===== src/rtl/cpu_controller_pkg.sv =====
// Shared definitions for the instruction controller.
// Holds the FSM state encoding, the instruction-field layout of the IR,
// the opcode/op values the decoder recognises, the writeback-select and
// register-select encodings, and the per-state control bundle.
// The helper functions map an (opcode, op) pair to the next state and
// build the registered control word for the state being entered.
package cpu_controller_pkg;

    typedef enum logic [2:0] {
        S_WAIT   = 3'd0,
        S_DECODE = 3'd1,
        S_WR_IMM = 3'd2,
        S_GET_A  = 3'd3,
        S_GET_B  = 3'd4,
        S_EXEC   = 3'd5,
        S_CMP    = 3'd6,
        S_WR_REG = 3'd7
    } state_t;

    // Which IR register field drives readnum/writenum.
    typedef enum logic [1:0] {
        NSEL_NONE = 2'b00,
        NSEL_RN   = 2'b01,
        NSEL_RD   = 2'b10,
        NSEL_RM   = 2'b11
    } nsel_t;

    // Writeback source select.
    typedef enum logic [1:0] {
        VSEL_C     = 2'b00,
        VSEL_PC    = 2'b01,
        VSEL_IMM8  = 2'b10,
        VSEL_MDATA = 2'b11
    } vsel_t;

    // Instruction register layout.
    localparam int IR_WIDTH    = 16;
    localparam int IR_OPC_LSB  = 13;
    localparam int IR_OP_LSB   = 11;
    localparam int IR_RN_LSB   = 8;
    localparam int IR_RD_LSB   = 5;
    localparam int IR_SH_LSB   = 3;
    localparam int IR_RM_LSB   = 0;
    localparam int IR_IMM8_MSB = 7;
    localparam int IR_IMM5_MSB = 4;

    // Opcode and op values.
    localparam logic [2:0] OPC_MOV    = 3'b110;
    localparam logic [2:0] OPC_ALU    = 3'b101;
    localparam logic [1:0] OP_MOV_REG = 2'b00;
    localparam logic [1:0] OP_MOV_IMM = 2'b10;
    localparam logic [1:0] OP_ADD     = 2'b00;
    localparam logic [1:0] OP_CMP     = 2'b01;
    localparam logic [1:0] OP_AND     = 2'b10;
    localparam logic [1:0] OP_MVN     = 2'b11;

    // ALU codes used directly by the controller.
    localparam logic [1:0] ALU_PASS = 2'b00;
    localparam logic [1:0] ALU_SUB  = 2'b01;

    // Registered control word; one field per datapath strobe/select.
    typedef struct packed {
        logic       w;
        logic       illegal;
        logic       write;
        logic       loada;
        logic       loadb;
        logic       loadc;
        logic       loads;
        logic       asel;
        vsel_t      vsel;
        logic [1:0] aluop;
        logic [1:0] shift;
        nsel_t      nsel;
    } ctrl_t;

    // State reached from DECODE; S_WAIT means the encoding is undefined.
    function automatic state_t decode_target(input logic [2:0] opc, input logic [1:0] op);
        state_t t;
        t = S_WAIT;
        if (opc == OPC_MOV) begin
            if (op == OP_MOV_IMM) begin
                t = S_WR_IMM;
            end else if (op == OP_MOV_REG) begin
                t = S_GET_B;
            end
        end else if (opc == OPC_ALU) begin
            case (op)
                OP_ADD, OP_CMP, OP_AND: t = S_GET_A;
                OP_MVN:                 t = S_GET_B;
                default:                t = S_WAIT;
            endcase
        end
        return t;
    endfunction

    // State reached from GET_B: compare skips the C/writeback path.
    function automatic state_t get_b_target(input logic [2:0] opc, input logic [1:0] op);
        return ((opc == OPC_ALU) && (op == OP_CMP)) ? S_CMP : S_EXEC;
    endfunction

    // Control word presented while in state st.
    function automatic ctrl_t ctrl_for(input state_t st, input logic [2:0] opc,
                                       input logic [1:0] op, input logic [1:0] sh);
        ctrl_t c;
        c      = '0;
        c.vsel = VSEL_C;
        c.nsel = NSEL_NONE;
        case (st)
            S_WAIT:   c.w = 1'b1;
            S_DECODE: c.illegal = (decode_target(opc, op) == S_WAIT);
            S_WR_IMM: begin
                c.nsel  = NSEL_RN;
                c.vsel  = VSEL_IMM8;
                c.write = 1'b1;
            end
            S_GET_A: begin
                c.nsel  = NSEL_RN;
                c.loada = 1'b1;
            end
            S_GET_B: begin
                c.nsel  = NSEL_RM;
                c.loadb = 1'b1;
            end
            S_EXEC: begin
                c.loadc = 1'b1;
                c.shift = sh;
                c.aluop = (opc == OPC_ALU) ? op : ALU_PASS;
                // MOV passes the shifted B operand through with A forced to 0.
                c.asel  = (opc == OPC_MOV);
            end
            S_CMP: begin
                c.loads = 1'b1;
                c.shift = sh;
                c.aluop = ALU_SUB;
            end
            S_WR_REG: begin
                c.nsel  = NSEL_RD;
                c.vsel  = VSEL_C;
                c.write = 1'b1;
            end
            default: c.w = 1'b1;
        endcase
        return c;
    endfunction

endpackage


===== src/rtl/cpu_controller_if.sv =====
// Bundle between the instruction source / datapath and the controller.
// master: drives the instruction word (in), load and s; observes the rest.
// slave : the controller; drives w, illegal, register indices, datapath
//         strobes/selects and the sign-extended immediates.
interface cpu_controller_if #(
    parameter int data_width = 16
);
    logic [15:0]           in;
    logic                  load;
    logic                  s;
    logic                  w;
    logic                  illegal;
    logic [2:0]            readnum;
    logic [2:0]            writenum;
    logic                  write;
    logic                  loada;
    logic                  loadb;
    logic                  loadc;
    logic                  loads;
    logic                  asel;
    logic                  bsel;
    logic [1:0]            vsel;
    logic [1:0]            ALUop;
    logic [1:0]            shift;
    logic [data_width-1:0] sximm8;
    logic [data_width-1:0] sximm5;

    modport master (
        output in, load, s,
        input  w, illegal, readnum, writenum, write, loada, loadb, loadc, loads,
               asel, bsel, vsel, ALUop, shift, sximm8, sximm5
    );

    modport slave (
        input  in, load, s,
        output w, illegal, readnum, writenum, write, loada, loadb, loadc, loads,
               asel, bsel, vsel, ALUop, shift, sximm8, sximm5
    );
endinterface


===== src/rtl/cpu_controller_instr_dec.sv =====
// Instruction register and field decoder.
// Ports:
//   clk, reset      - clock and synchronous active-high reset (clears IR)
//   in, capture     - IR loads `in` on a clock edge where capture is high
//   nsel            - selects Rn/Rd/Rm (or zero) onto readnum/writenum
//   opcode/op/shift - fields of the current IR
//   opcode_next/op_next - fields of the value IR will hold after this edge,
//                     so a same-cycle load+start decodes the new word
//   sximm8, sximm5  - sign-extended IR[7:0] / IR[4:0], combinational
module cpu_controller_instr_dec
    import cpu_controller_pkg::*;
#(
    parameter int data_width = 16
) (
    input  logic                  clk,
    input  logic                  reset,
    input  logic [IR_WIDTH-1:0]   in,
    input  logic                  capture,
    input  nsel_t                 nsel,
    output logic [2:0]            opcode,
    output logic [1:0]            op,
    output logic [1:0]            shift,
    output logic [2:0]            opcode_next,
    output logic [1:0]            op_next,
    output logic [2:0]            readnum,
    output logic [2:0]            writenum,
    output logic [data_width-1:0] sximm8,
    output logic [data_width-1:0] sximm5
);
    logic [IR_WIDTH-1:0] ir_reg;
    logic [IR_WIDTH-1:0] ir_next;
    logic [2:0]          num;

    always_comb begin
        ir_next = capture ? in : ir_reg;
    end

    always_ff @(posedge clk) begin
        if (reset) begin
            ir_reg <= '0;
        end else begin
            ir_reg <= ir_next;
        end
    end

    assign opcode      = ir_reg[IR_OPC_LSB +: 3];
    assign op          = ir_reg[IR_OP_LSB +: 2];
    assign shift       = ir_reg[IR_SH_LSB +: 2];
    assign opcode_next = ir_next[IR_OPC_LSB +: 3];
    assign op_next     = ir_next[IR_OP_LSB +: 2];

    always_comb begin
        num = 3'd0;
        case (nsel)
            NSEL_RN: num = ir_reg[IR_RN_LSB +: 3];
            NSEL_RD: num = ir_reg[IR_RD_LSB +: 3];
            NSEL_RM: num = ir_reg[IR_RM_LSB +: 3];
            default: num = 3'd0;
        endcase
    end

    // Read and write ports always address the same register.
    assign readnum  = num;
    assign writenum = num;

    genvar gi;
    generate
        for (gi = 0; gi < data_width; gi++) begin : g_sext
            if (gi <= IR_IMM8_MSB) begin : g_imm8_lo
                assign sximm8[gi] = ir_reg[gi];
            end else begin : g_imm8_hi
                assign sximm8[gi] = ir_reg[IR_IMM8_MSB];
            end
            if (gi <= IR_IMM5_MSB) begin : g_imm5_lo
                assign sximm5[gi] = ir_reg[gi];
            end else begin : g_imm5_hi
                assign sximm5[gi] = ir_reg[IR_IMM5_MSB];
            end
        end
    endgenerate

endmodule


===== src/rtl/cpu_controller.sv =====
// Multi-cycle instruction controller.
// Ports:
//   clk   - sole clock, rising edge
//   reset - synchronous active-high; returns to WAIT, clears IR, w=1
//   bus   - cpu_controller_if.slave: in/load/s from the instruction source,
//           w/illegal status, readnum/writenum, datapath strobes
//           (write, loada, loadb, loadc, loads), selects (asel, bsel, vsel),
//           ALUop, shift and sign-extended immediates sximm8/sximm5.
// All control outputs come straight from registers: on every transition the
// control word for the state being entered is registered with the state.
module cpu_controller #(
    parameter int data_width = 16
) (
    input  logic            clk,
    input  logic            reset,
    cpu_controller_if.slave bus
);
    import cpu_controller_pkg::*;

    state_t     state_reg;
    ctrl_t      ctrl_reg;
    logic [2:0] opcode;
    logic [2:0] opcode_next;
    logic [1:0] op;
    logic [1:0] op_next;
    logic [1:0] shift_f;
    logic       capture;

    // IR is only writable while idle.
    assign capture = bus.load && (state_reg == S_WAIT);

    cpu_controller_instr_dec #(
        .data_width (data_width)
    ) u_instr_dec (
        .clk         (clk),
        .reset       (reset),
        .in          (bus.in),
        .capture     (capture),
        .nsel        (ctrl_reg.nsel),
        .opcode      (opcode),
        .op          (op),
        .shift       (shift_f),
        .opcode_next (opcode_next),
        .op_next     (op_next),
        .readnum     (bus.readnum),
        .writenum    (bus.writenum),
        .sximm8      (bus.sximm8),
        .sximm5      (bus.sximm5)
    );

    always_ff @(posedge clk) begin
        if (reset) begin
            state_reg <= S_WAIT;
            ctrl_reg  <= ctrl_for(S_WAIT, 3'b000, 2'b00, 2'b00);
        end else begin
            unique case (state_reg)
                S_WAIT: begin
                    if (bus.s) begin
                        // Decode the word IR is capturing this edge, so a
                        // simultaneous load+s flags illegality correctly.
                        state_reg <= S_DECODE;
                        ctrl_reg  <= ctrl_for(S_DECODE, opcode_next, op_next, shift_f);
                    end
                end
                S_DECODE: begin
                    state_reg <= decode_target(opcode, op);
                    ctrl_reg  <= ctrl_for(decode_target(opcode, op), opcode, op, shift_f);
                end
                S_GET_A: begin
                    state_reg <= S_GET_B;
                    ctrl_reg  <= ctrl_for(S_GET_B, opcode, op, shift_f);
                end
                S_GET_B: begin
                    state_reg <= get_b_target(opcode, op);
                    ctrl_reg  <= ctrl_for(get_b_target(opcode, op), opcode, op, shift_f);
                end
                S_EXEC: begin
                    state_reg <= S_WR_REG;
                    ctrl_reg  <= ctrl_for(S_WR_REG, opcode, op, shift_f);
                end
                S_WR_IMM, S_CMP, S_WR_REG: begin
                    state_reg <= S_WAIT;
                    ctrl_reg  <= ctrl_for(S_WAIT, opcode, op, shift_f);
                end
            endcase
        end
    end

    assign bus.w       = ctrl_reg.w;
    assign bus.illegal = ctrl_reg.illegal;
    assign bus.write   = ctrl_reg.write;
    assign bus.loada   = ctrl_reg.loada;
    assign bus.loadb   = ctrl_reg.loadb;
    assign bus.loadc   = ctrl_reg.loadc;
    assign bus.loads   = ctrl_reg.loads;
    assign bus.asel    = ctrl_reg.asel;
    assign bus.bsel    = 1'b0;
    assign bus.vsel    = ctrl_reg.vsel;
    assign bus.ALUop   = ctrl_reg.aluop;
    assign bus.shift   = ctrl_reg.shift;

endmodule


===== src/flat_wrapper.sv =====
// flat-port wrapper written by rule: the top's interface ports become plain ports
module cpu_controller_flat import cpu_controller_pkg::*;
#(
    parameter int data_width = 16
)
  (clk, reset, bus_in, bus_load, bus_s, bus_w, bus_illegal, bus_readnum, bus_writenum, bus_write, bus_loada, bus_loadb, bus_loadc, bus_loads, bus_asel, bus_bsel, bus_vsel, bus_ALUop, bus_shift, bus_sximm8, bus_sximm5);
  cpu_controller_if #(.data_width(data_width)) bus_i ();
  input  logic clk;
  input  logic reset;
  input wire logic [$bits(bus_i.in)-1:0] bus_in;
  input wire logic [$bits(bus_i.load)-1:0] bus_load;
  input wire logic [$bits(bus_i.s)-1:0] bus_s;
  output wire logic [$bits(bus_i.w)-1:0] bus_w;
  output wire logic [$bits(bus_i.illegal)-1:0] bus_illegal;
  output wire logic [$bits(bus_i.readnum)-1:0] bus_readnum;
  output wire logic [$bits(bus_i.writenum)-1:0] bus_writenum;
  output wire logic [$bits(bus_i.write)-1:0] bus_write;
  output wire logic [$bits(bus_i.loada)-1:0] bus_loada;
  output wire logic [$bits(bus_i.loadb)-1:0] bus_loadb;
  output wire logic [$bits(bus_i.loadc)-1:0] bus_loadc;
  output wire logic [$bits(bus_i.loads)-1:0] bus_loads;
  output wire logic [$bits(bus_i.asel)-1:0] bus_asel;
  output wire logic [$bits(bus_i.bsel)-1:0] bus_bsel;
  output wire logic [$bits(bus_i.vsel)-1:0] bus_vsel;
  output wire logic [$bits(bus_i.ALUop)-1:0] bus_ALUop;
  output wire logic [$bits(bus_i.shift)-1:0] bus_shift;
  output wire logic [$bits(bus_i.sximm8)-1:0] bus_sximm8;
  output wire logic [$bits(bus_i.sximm5)-1:0] bus_sximm5;
  assign bus_i.in = bus_in;
  assign bus_i.load = bus_load;
  assign bus_i.s = bus_s;
  assign bus_w = bus_i.w;
  assign bus_illegal = bus_i.illegal;
  assign bus_readnum = bus_i.readnum;
  assign bus_writenum = bus_i.writenum;
  assign bus_write = bus_i.write;
  assign bus_loada = bus_i.loada;
  assign bus_loadb = bus_i.loadb;
  assign bus_loadc = bus_i.loadc;
  assign bus_loads = bus_i.loads;
  assign bus_asel = bus_i.asel;
  assign bus_bsel = bus_i.bsel;
  assign bus_vsel = bus_i.vsel;
  assign bus_ALUop = bus_i.ALUop;
  assign bus_shift = bus_i.shift;
  assign bus_sximm8 = bus_i.sximm8;
  assign bus_sximm5 = bus_i.sximm5;
  cpu_controller #(.data_width(data_width)) u_core (.clk(clk), .reset(reset), .bus(bus_i));
endmodule

===== config.mk =====
export PLATFORM = sky130hd
export DESIGN_NAME = cpu_controller_flat
export DESIGN_NICKNAME = d
export VERILOG_FILES = /design/src/rtl/cpu_controller_pkg.sv /design/src/rtl/cpu_controller_if.sv /design/src/rtl/cpu_controller_instr_dec.sv /design/src/rtl/cpu_controller.sv /design/src/flat_wrapper.sv
export SDC_FILE = /design/constraint.sdc
export NUM_CORES = 1
export LEC_CHECK = 0
export CAP_MARGIN = 10
export CORE_MARGIN = 3
export CORE_UTILIZATION = 43
export CTS_BUF_LIST = sky130_fd_sc_hd__clkbuf_8 sky130_fd_sc_hd__clkbuf_16
export CTS_CLUSTER_SIZE = 40
export DETAILED_ROUTE_END_ITERATION = 8
export PLACE_DENSITY = 0.83
export REMOVE_ABC_BUFFERS = 1
export SLEW_MARGIN = 20
export SYNTH_ARGS = -nofsm -noshare
export SYNTH_HDL_FRONTEND = slang
export SYNTH_SLANG_ARGS = --single-unit

===== constraint.sdc =====
create_clock -name clk -period 1.94 [get_ports clk]
set_clock_uncertainty 0.2 [all_clocks]
set_input_delay 0.194 -clock clk [delete_from_list [all_inputs] [get_ports clk]]
set_output_delay 0.194 -clock clk [all_outputs]
set_load 0.01 [all_outputs]

==> results.sh <==
export IMPL_switching_share=0.2579
export IMPL_cp_slowest_stage_delay_ps=370
export IMPL_die_area_um2=5124
export IMPL_worstPathRequired_ps=1550
export IMPL_root_buffer="clkbuf_8"
export IMPL_r2r_cells=4
export IMPL_cts_tree="done"
export IMPL_fp_coreArea_um2=4086
export IMPL_vias=1516
export IMPL_areaGrowthSynthToFinish_pct=28.21
export IMPL_synth_ff_type="dfxtp_1"
export IMPL_place_gp_congestion=0.7630
export IMPL_fill_cells=363
export IMPL_cp_startpoint="u_core.ctrl_reg[1]$_SDFFE_PP0P_"
export IMPL_end_kind="output port"
export IMPL_worstReg2RegEnd="u_core.u_instr_dec.ir_reg[9]$_SDFFE_PP0N_"
export IMPL_fin_crit_sh=0.9843
export IMPL_antenna_found_initial=0
export IMPL_yosys_top_cells_count="buf_4, nand2_1, dfxtp_1"
export IMPL_cp_endpoint="bus_writenum[1]"
export IMPL_wl_per_cell_um=12.75
export IMPL_seqPwrFrac=0.483
export IMPL_yosys_area_top_type_share=0.3681
export IMPL_critPathKind="flip-flop to output port"
export IMPL_cpMaxStageDelayCell="dfxtp_4"
export IMPL_diodes=0
export IMPL_drive_gt1_frac=0.1098
export IMPL_setup_violations=0
export IMPL_rsz0062_at_grt="yes"
export IMPL_drv_slew=0
export IMPL_timing_slew_headroom=0.6411
export IMPL_power_share_clock=0.336
export IMPL_largest_register_ffs=16
export IMPL_min_period_ps=1909
export IMPL_min_path_type="input port to flip-flop"
export IMPL_cts_max_level=2
export IMPL_peakVddDrop_v=0.0004076
export IMPL_cts_made_buffers=5
export IMPL_drv_cap=0
export IMPL_synth_area_top_cells="dfxtp_1, buf_4, nand2_1"
export IMPL_drc=0
export IMPL_arrival_ps=1520
export IMPL_cts_clk_slew_worst_paths_ps=70
export IMPL_hpwl_um=2873
export IMPL_io_pins=73
export IMPL_p_comb_frac=0.181
export IMPL_dr_pass1_iters=4
export IMPL_grt_overflow=0
export IMPL_grt_pass1_wl_um=6251
export IMPL_worstSetupStartpointType="flip-flop"
export IMPL_routed_wl_um=3889
export IMPL_p_int_w=0.001164
export IMPL_timing_final_ws_setup_ps=30.52
export IMPL_reg2reg_slack_ps=290
export IMPL_p_leak_nw=0.9037
export IMPL_initial_core_util=0.4525
export IMPL_yosys_cell_types_count=40
export IMPL_place_inst=297
export IMPL_pre_cts_slack_ps=83.82
export IMPL_fp_dieH_um=71.58
export IMPL_clk_latency_ps=290
export IMPL_clock_sinks=34
export IMPL_ys_ff_latch=34
export IMPL_powerDensity_nw_per_um2=661.8
export IMPL_path_cells="mux2_2 -> a22o_1 -> dlygate4sd2_1"
export IMPL_cp_max_fo=5
export IMPL_synth_edf_count=0
export IMPL_vias_per_cell=4.970
export IMPL_synth_warnings=0
export IMPL_worstMarginPinSlew_ps=537.0
export IMPL_status="finished clean"
export IMPL_grt_pass1_vias=1406
export IMPL_total_power_w=0.001569
export IMPL_cts_hold_buf=0
export IMPL_r2r_start="u_core.state_reg[2]$_SDFFE_PP0P_"
export IMPL_p_sw_w=0.0004047
export IMPL_row_count=23
export IMPL_ys_seq_area_frac=0.3681
export IMPL_clockBufferDepth=2
export IMPL_yosys_area_top_type="dfxtp_1"
export IMPL_grt_max_degree=22
export IMPL_postLayoutCoreUtil=0.5802
export IMPL_hold_viol_final=0
export IMPL_die_x_um=71.58
export IMPL_stdcell_count=305
export IMPL_final_antenna_net_count=0
export IMPL_netlist_instances=222
export IMPL_numPortBuffers=70
export IMPL_fmax_mhz=523.7
export IMPL_drt_iter0_drc=126
export IMPL_fin_nets=274
export IMPL_syn_area_per_cell_um2=8.330
export IMPL_min_delay_start="bus_in[4]"
export IMPL_async_flop_share=0
export IMPL_track_usage=0.1528
export IMPL_yosysMostFrequentCell="buf_4"
export IMPL_synth_cell_area_um2=1849
-- worst min-delay path by stage --
| stage | endpoint | cells past startpoint |
|---|---|---|
| after global placement | u_core.bus.loadc$_SDFFE_PP0P_ | 2 |
| after detailed placement | u_core.bus.write$_SDFFE_PP0P_ | 2 |
| after global routing | u_core.u_instr_dec.ir_reg[7]$_SDFFE_PP0N_ | 3 |
| after CTS | u_core.u_instr_dec.ir_reg[5]$_SDFFE_PP0N_ | 3 |
| final | u_core.u_instr_dec.ir_reg[4]$_SDFFE_PP0N_ | 3 |
| after floorplan | u_core.u_instr_dec.ir_reg[15]$_SDFF_PP0_ | 1 |
-- per-stage QoR --
step | hold WS, ps | TNS [ps] | area, µm²
after floorplan | 56.44 | 0 | 1459
after global placement | 237.7 | 0 | 2282
after detailed placement | 245.5 | 0 | 2282
after CTS | 243.5 | 0 | 2367
after global routing | 250.7 | -34.91 | 2371
final | 250.2 | 0 | 2371
-- critical path, delay by kind of cell (launching register included) --
family,cells,cell delay (ps)
compound gates,1,240
buf+inv,1,280
flops,1,370
mux,1,330
-- area by class of cell --
| type | count | area [µm²] | share of cell area |
|---|---|---|---|
| multi-input cells | 129 | 755.7 | 0.3187 |
| repair buffers | 78 | 753.2 | 0.3177 |
| flip-flops and latches | 34 | 685.7 | 0.2892 |
| clock buffers | 6 | 82.58 | 0.03483 |
| well taps | 50 | 62.56 | 0.02639 |
| inverters | 6 | 22.52 | 0.009499 |
| clock inverters | 2 | 8.758 | 0.003694 |
-- kinds of logic after synthesis --
logic type	synth area share
AO/OA/AOI/OAI	0.1590
buffers and inverters	0.2253
flip-flops	0.3681
multiplexers	0.01827
other	0.002028
AND/OR/NAND/NOR	0.2273
-- what timing repair did --
item | in CTS | in global routing
gates resized for setup | 7 | 2
endpoints found under the setup margin | 6 | 15
setup buffers | 0 | 0
-- cell usage in the layout, fill, tap and decap left out, types with 2 or more instances in the layout --
cell,n
clkdlybuf4s50_1,64
nand2_1,40
dfxtp_1,32
a21oi_1,24
nor2_1,9
buf_4,8
inv_1,7
clkbuf_8,6
dlygate4sd2_1,6
a22oi_1,5
o21ai_0,5
and2_1,4
mux2_2,3
nor2b_1,3
a22o_1,3
nor3b_2,2
and2b_1,2
o211ai_1,2
o31a_1,2
nor3_2,2
nand3_1,2
a311oi_1,2
nor4_1,2
conb_1,2
-- routing by layer --
| metal | track usage | vias up | wire, µm |
|---|---|---|---|
| met5 | 0 | - | 0 |
| li1 | - | 768 | - |
| met1 | 0.1869 | 684 | 1666 |
| met4 | 0.04802 | 0 | 38 |
| met2 | 0.2439 | 58 | 1861 |
| met3 | 0.06452 | 6 | 322 |
-- power groups by stage --
stage,Sequential (W),Combinational (W),Clock (W)
6_report,0.000758,0.000284,0.000527
5_1_grt,0.000763,0.000308,0.000574
4_1_cts,0.000760,0.000286,0.000539
3_5_place_dp,0.000775,0.000284,0
3_3_place_gp,0.000773,0.000280,0
2_1_floorplan,0.000797,0.0000808,0
Note: power is estimated with default switching activity, not from simulation.
